[config.mk]
export PLATFORM = sky130hd
export DESIGN_NAME = ripple_count_sampler
export DESIGN_NICKNAME = d
export VERILOG_FILES = /design/src/rtl/ripple_count_pkg.sv /design/src/rtl/sync_2ff.sv /design/src/rtl/ripple_count_sampler.sv
export SDC_FILE = /design/constraint.sdc
export NUM_CORES = 1
export LEC_CHECK = 0
export ABC_CLOCK_PERIOD_IN_PS = 1980
export CAP_MARGIN = 15
export CORE_UTILIZATION = 45
export DETAILED_ROUTE_END_ITERATION = 7
export GPL_ROUTABILITY_DRIVEN = 0
export HOLD_SLACK_MARGIN = 0.06
export PLACE_DENSITY = 0.73
export RECOVER_POWER = 100
export SLEW_MARGIN = 25
export SYNTH_ARGS = -nofsm -noshare
export SYNTH_HDL_FRONTEND = slang
export SYNTH_SLANG_ARGS = --single-unit
[constraint.sdc]
create_clock -name clk -period 1.98 [get_ports clk]
set_clock_uncertainty 0.2 [all_clocks]
set_input_delay 0.594 -clock clk [delete_from_list [all_inputs] [get_ports clk]]
set_output_delay 0.594 -clock clk [all_outputs]
set_load 0.1 [all_outputs]
[src/rtl/ripple_count_pkg.sv]
// ripple_count_pkg
//   Shared definitions for the ripple-counter sampler: FSM state encoding
//   and the default widths of the sampled count and the wrap counter.
package ripple_count_pkg;

    localparam int CNT_W_DEF  = 4;
    localparam int WRAP_W_DEF = 8;

    // Synchronizer depth (s1, s2) plus the compare register (s3).
    localparam int SAMPLE_STAGES = 3;

    typedef enum logic [1:0] {
        ST_INIT  = 2'd0,  // no value accepted since reset
        ST_TRACK = 2'd1,  // last accepted value already consumed
        ST_PEND  = 2'd2   // sample_val waiting for the consumer
    } state_t;

endpackage

[src/rtl/sync_2ff.sv]
// sync_2ff
//   Two-flop synchronizer for a multi-bit bus sampled from another clock
//   domain.  Individual bits may resolve on different edges, so the output
//   is only meaningful once it has held still (checked downstream).
// Ports:
//   clk    - destination clock
//   reset  - asynchronous, active-high
//   i_d    - asynchronous input bus
//   o_q    - synchronized bus (second flop)
module sync_2ff #(
    parameter int WIDTH = 4
) (
    input  logic             clk,
    input  logic             reset,
    input  logic [WIDTH-1:0] i_d,
    output logic [WIDTH-1:0] o_q
);

    logic [WIDTH-1:0] r_s1;
    logic [WIDTH-1:0] r_s2;

    always_ff @(posedge clk or posedge reset) begin
        if (reset) begin
            r_s1 <= '0;
            r_s2 <= '0;
        end else begin
            r_s1 <= i_d;
            r_s2 <= r_s1;
        end
    end

    assign o_q = r_s2;

endmodule

[src/rtl/ripple_count_sampler.sv]
// ripple_count_sampler
//   Samples a free-running asynchronous ripple counter, filters out values
//   that are still settling, and hands stable counts to a consumer with a
//   valid/ready handshake.  Each accepted change is classified as a wrap
//   (max -> 0), a restart (other -> 0), a normal increment, or a jump.
// Ports:
//   clk           - sampling clock, rising edge
//   reset         - asynchronous, active-high
//   q_in          - raw ripple-counter outputs (async, may glitch)
//   sample_val    - last accepted stable count
//   sample_valid  - sample_val pending for the consumer
//   sample_ready  - consumer takes the pending sample
//   wrap_pulse    - one cycle, on an accepted max -> 0 change
//   wrap_count    - number of wraps, modulo 2^WRAP_W
//   restart_pulse - one cycle, on an accepted non-max -> 0 change
//   jump_err      - sticky, accepted change was neither +1 nor to 0
//   overrun       - sticky, pending sample replaced before it was taken
module ripple_count_sampler
    import ripple_count_pkg::*;
#(
    parameter int CNT_W  = CNT_W_DEF,
    parameter int WRAP_W = WRAP_W_DEF
) (
    input  logic              clk,
    input  logic              reset,
    input  logic [CNT_W-1:0]  q_in,
    output logic [CNT_W-1:0]  sample_val,
    output logic              sample_valid,
    input  logic              sample_ready,
    output logic              wrap_pulse,
    output logic [WRAP_W-1:0] wrap_count,
    output logic              restart_pulse,
    output logic              jump_err,
    output logic              overrun
);

    localparam logic [CNT_W-1:0] CNT_MAX = {CNT_W{1'b1}};

    logic [CNT_W-1:0]         w_s2;
    logic [CNT_W-1:0]         r_s3;
    logic [SAMPLE_STAGES-1:0] r_vld_pipe;

    state_t r_state;
    state_t w_next;

    logic [CNT_W-1:0]  r_sample_val;
    logic [WRAP_W-1:0] r_wrap_count;
    logic              r_wrap_pulse;
    logic              r_restart_pulse;
    logic              r_jump_err;
    logic              r_overrun;

    logic             w_stable;
    logic             w_accept;
    logic             w_eval;
    logic [CNT_W-1:0] w_inc;
    logic             w_wrap;
    logic             w_restart;
    logic             w_jump;
    logic             w_overrun;

    sync_2ff #(.WIDTH(CNT_W)) u_sync (
        .clk   (clk),
        .reset (reset),
        .i_d   (q_in),
        .o_q   (w_s2)
    );

    // r_vld_pipe marks which stages hold a real post-reset sample, so the
    // reset zeros in s2/s3 are never mistaken for a stable count.
    always_ff @(posedge clk or posedge reset) begin
        if (reset) begin
            r_s3       <= '0;
            r_vld_pipe <= '0;
        end else begin
            r_s3       <= w_s2;
            r_vld_pipe <= {r_vld_pipe[SAMPLE_STAGES-2:0], 1'b1};
        end
    end

    assign w_stable = r_vld_pipe[SAMPLE_STAGES-1] && (w_s2 == r_s3);

    // First value after reset is taken as-is; afterwards only changes count.
    assign w_accept  = (r_state == ST_INIT) ? w_stable
                                            : (w_stable && (w_s2 != r_sample_val));
    assign w_eval    = w_accept && (r_state != ST_INIT);
    assign w_inc     = r_sample_val + CNT_W'(1);
    assign w_wrap    = w_eval && (w_s2 == '0) && (r_sample_val == CNT_MAX);
    assign w_restart = w_eval && (w_s2 == '0) && (r_sample_val != CNT_MAX);
    assign w_jump    = w_eval && (w_s2 != '0) && (w_s2 != w_inc);
    assign w_overrun = w_accept && (r_state == ST_PEND) && !sample_ready;

    always_ff @(posedge clk or posedge reset) begin
        if (reset) begin
            r_state <= ST_INIT;
        end else begin
            r_state <= w_next;
        end
    end

    // An acceptance always lands in PEND; ready only drains PEND when no
    // new value arrives on the same edge.
    always_comb begin
        w_next = r_state;
        case (r_state)
            ST_INIT:  if (w_accept) w_next = ST_PEND;
            ST_TRACK: if (w_accept) w_next = ST_PEND;
            ST_PEND: begin
                if (w_accept)          w_next = ST_PEND;
                else if (sample_ready) w_next = ST_TRACK;
            end
            default:  w_next = ST_INIT;
        endcase
    end

    always_ff @(posedge clk or posedge reset) begin
        if (reset) begin
            r_sample_val    <= '0;
            r_wrap_count    <= '0;
            r_wrap_pulse    <= 1'b0;
            r_restart_pulse <= 1'b0;
            r_jump_err      <= 1'b0;
            r_overrun       <= 1'b0;
        end else begin
            r_wrap_pulse    <= w_wrap;
            r_restart_pulse <= w_restart;
            if (w_accept)  r_sample_val <= w_s2;
            if (w_wrap)    r_wrap_count <= r_wrap_count + WRAP_W'(1);
            if (w_jump)    r_jump_err   <= 1'b1;
            if (w_overrun) r_overrun    <= 1'b1;
        end
    end

    assign sample_val    = r_sample_val;
    assign sample_valid  = (r_state == ST_PEND);
    assign wrap_pulse    = r_wrap_pulse;
    assign wrap_count    = r_wrap_count;
    assign restart_pulse = r_restart_pulse;
    assign jump_err      = r_jump_err;
    assign overrun       = r_overrun;

endmodule
==> metrics.csv <==
metric;value;unit
Inst Count DP;163;
Slew headroom;0.475;
die width;56.4;µm
Initial Utilization;0.479;
Slew Viols, Final;0;
CP max FO;7;
initial antenna violation count;0;
DR vias;901;
first-pass GRT wire length;4130;µm
post-synthesis sequential area ratio;0.620;
Num CTS Buffers;5;
antenna cells;0;
failing checks;negative setup slack;
core area;2780;µm²
die area;3180;µm²
WHS;0.157;ns
WL final;2420;µm
WS Path Type;flip-flop to flip-flop;
most frequent cell after synthesis;dfrtp_1;
routed len/inst;13.9;µm
Final Hold Fails;0;
Net Count, Synth;111;
Distinct cells, synth;28;
R2R Path Start;u_sync.o_q[0]$_DFF_PP0_;
DRC Markers;0;
Leak;0.857;nW
Ports;24;
Worst Tran Pin Value;0.787;ns
Worst-Skew Late Latency;0.34;ns
worst setup path endpoint;wrap_count[1]$_DFFE_PP0P_;
worst setup slack after layout;-0.130;ns
post-DP HPWL;1730;µm
RSZ-0062 raised after global routing;true;
reg-to-reg endpoint;wrap_count[1]$_DFFE_PP0P_;
worst-path cell chain;or4_4 > nor4b_4 > nand2_2 > mux2_4;
row cnt;19;
Yosys top cell by area;dfrtp_1;
Synth Register Bits;33;
Syn Area/Cell;13.1;µm²
fmax;474;MHz
CTS Buffer Depth;2;
Worst Setup Start Kind;flip-flop;
status;complete, but fails checks;
Main synth FF type;dfrtp_1;
crit path from;u_sync.o_q[0]$_DFF_PP0_;
root buf cell;clkbuf_4;
Tot Pwr;2.14;mW
leading cell types by count after synthesis;dfrtp_1 (33), nor2_1 (9), xnor2_1 (9), xor2_1 (9), nand3_1 (6);
Synth async-reset ratio;1.00;
crit end category;flip-flop;
post-synth top area share;0.620;
H-tree depth;2;
ANT nets after route;0;
total of max-cap violations;0;
DR iter-0 viols;8;
largest net degree at the start of global routing;34;
yosys warns;0;
CTS tree;done;
EDFF count, synth;0;
min Tclk post-route;2.11;ns
final cell count without fillers;174;
CTS clk-pin slew, worst paths;0.11;ns
main area contributors after synthesis;dfrtp_1 (62%), xnor2_1 (5.9%), xor2_1 (5.9%);
Pre-antenna DRT Iters;3;
fraction of layout cells with a size suffix above 1;0.413;
final period utilization;1.07;
# port buffers;23;
Mapped Cells;102;
grt ovf;0;
Max VDD drop;1.19;mV
Critical Path RT;2.02;ns
nets;151;
CP delay by family, top;simple AND/OR/NAND/NOR gates;
PD cells;1120;nW/µm²
Worst R2R Setup Slack;-0.13;ns
Final setup viols;8;
hold buffer count at CTS;0;
fillers;212;
Clock Sinks;33;
synthesis-to-finish area growth;43.3;%
CP Data Arrival Time;2.15;ns
slowest CP cell;or4_4;
Total Routing Usage GR;0.177;
Stages on worst setup path;4;
Via density;5.18;
vias in the first global route;944;
Worst path max stage delay;0.56;ns
Crit path buffers/inverters;0;
HP Class;flip-flop to flip-flop;
R2R depth;4;
mapped cell area;1330;µm²
DIE HEIGHT;56.4;µm
[cell type report]
class | count | area [µm²] | share of cell area
Timing Repair Buffer | 35 | 409 | 0.214
Clock buffer | 5 | 37.5 | 0.0197
Inverter | 4 | 15.0 | 0.00786
Sequential cell | 33 | 840 | 0.440
Multi-Input combinational cell | 63 | 523 | 0.274
Tap cell | 31 | 38.8 | 0.0203
Clock inverter | 3 | 46.3 | 0.0242
[stage by stage]
stage	setup TNS [ns]	setup WS [ns]	instance area, µm²	util
finish	-0.591	-0.130	1910	0.686
global route	-1.95	-0.201	1910	0.686
CTS	-0.425	-0.0845	1980	0.713
detailed placement	-0.968	-0.112	1870	0.672
global placement	-0.291	-0.0644	1870	0.672
floorplan	-0.176	-0.0882	1370	-
[how the worst min path moves through the flow]
stage / cells past startpoint / slack (ns) / endpoint / start
floorplan: 0 / 0.13 / r_vld_pipe[1]$_DFF_PP0_ / r_vld_pipe[0]$_DFF_PP0_
global placement: 0 / 0.13 / r_vld_pipe[2]$_DFF_PP0_ / r_vld_pipe[1]$_DFF_PP0_
detailed placement: 0 / 0.13 / r_vld_pipe[1]$_DFF_PP0_ / r_vld_pipe[0]$_DFF_PP0_
CTS: 0 / 0.16 / r_vld_pipe[2]$_DFF_PP0_ / r_vld_pipe[1]$_DFF_PP0_
global route: 0 / 0.17 / r_vld_pipe[1]$_DFF_PP0_ / r_vld_pipe[0]$_DFF_PP0_
finish: 0 / 0.16 / r_vld_pipe[2]$_DFF_PP0_ / r_vld_pipe[1]$_DFF_PP0_
[per-layer routing]
layer  routed length [µm]  GRT usage  vias up
li1                     -          -      422
met1                 1020      0.209      453
met2                 1250      0.281       20
met3                   95     0.0783        6
met4                   59     0.0732        0
met5                    0          0        -
[sequential cells by signal (all words and copies together), names as in the netlist]
| register | cells |
|---|---|
| overrun | 1 |
| u_sync.o_q | 4 |
| u_sync.r_s1 | 4 |
| jump_err | 1 |
| r_vld_pipe | 3 |
| r_s3 | 4 |
| r_state | 2 |
| sample_val | 4 |
| wrap_pulse | 1 |
| wrap_count | 8 |
| restart_pulse | 1 |
[cells by family after synthesis]
| family | share of synthesized area |
|---|---|
| other | 0.00281 |
| AND/OR/NAND/NOR | 0.125 |
| multiplexers | 0.0451 |
| AO/OA/AOI/OAI | 0.0469 |
| buffers and inverters | 0.0235 |
| flip-flops | 0.620 |
| XOR/XNOR | 0.118 |
| adder cells (fa/ha/maj) | 0.0188 |
[power breakdown]
part / switching, mW / internal, mW
Clock: 0.247 / 0.267
Combinational: 0.466 / 0.303
Sequential: 0.106 / 0.753
Total: 0.818 / 1.32
[cell usage in the layout, fill, tap and decap left out, types with 3 or more instances in the layout]
cell,count
a21oi_1,3
nand2_1,3
mux2_2,4
xor2_1,9
nor2_1,6
xnor2_1,7
buf_12,11
dlygate4sd3_1,5
clkbuf_4,11
dfrtp_1,26
nand3_1,6
nor2_2,3
dfrtp_2,5
inv_1,4
buf_4,8
[what timing repair did]
| action | 4_1_cts | 5_1_grt |
|---|---|---|
| setup buffers | 2 | 2 |
| setup endpoints to repair | 16 | 13 |
| cloned | 0 | 0 |
| pin swaps | 8 | 9 |
| resized for setup | 5 | 5 |
Power figures use the tool's default switching activity.
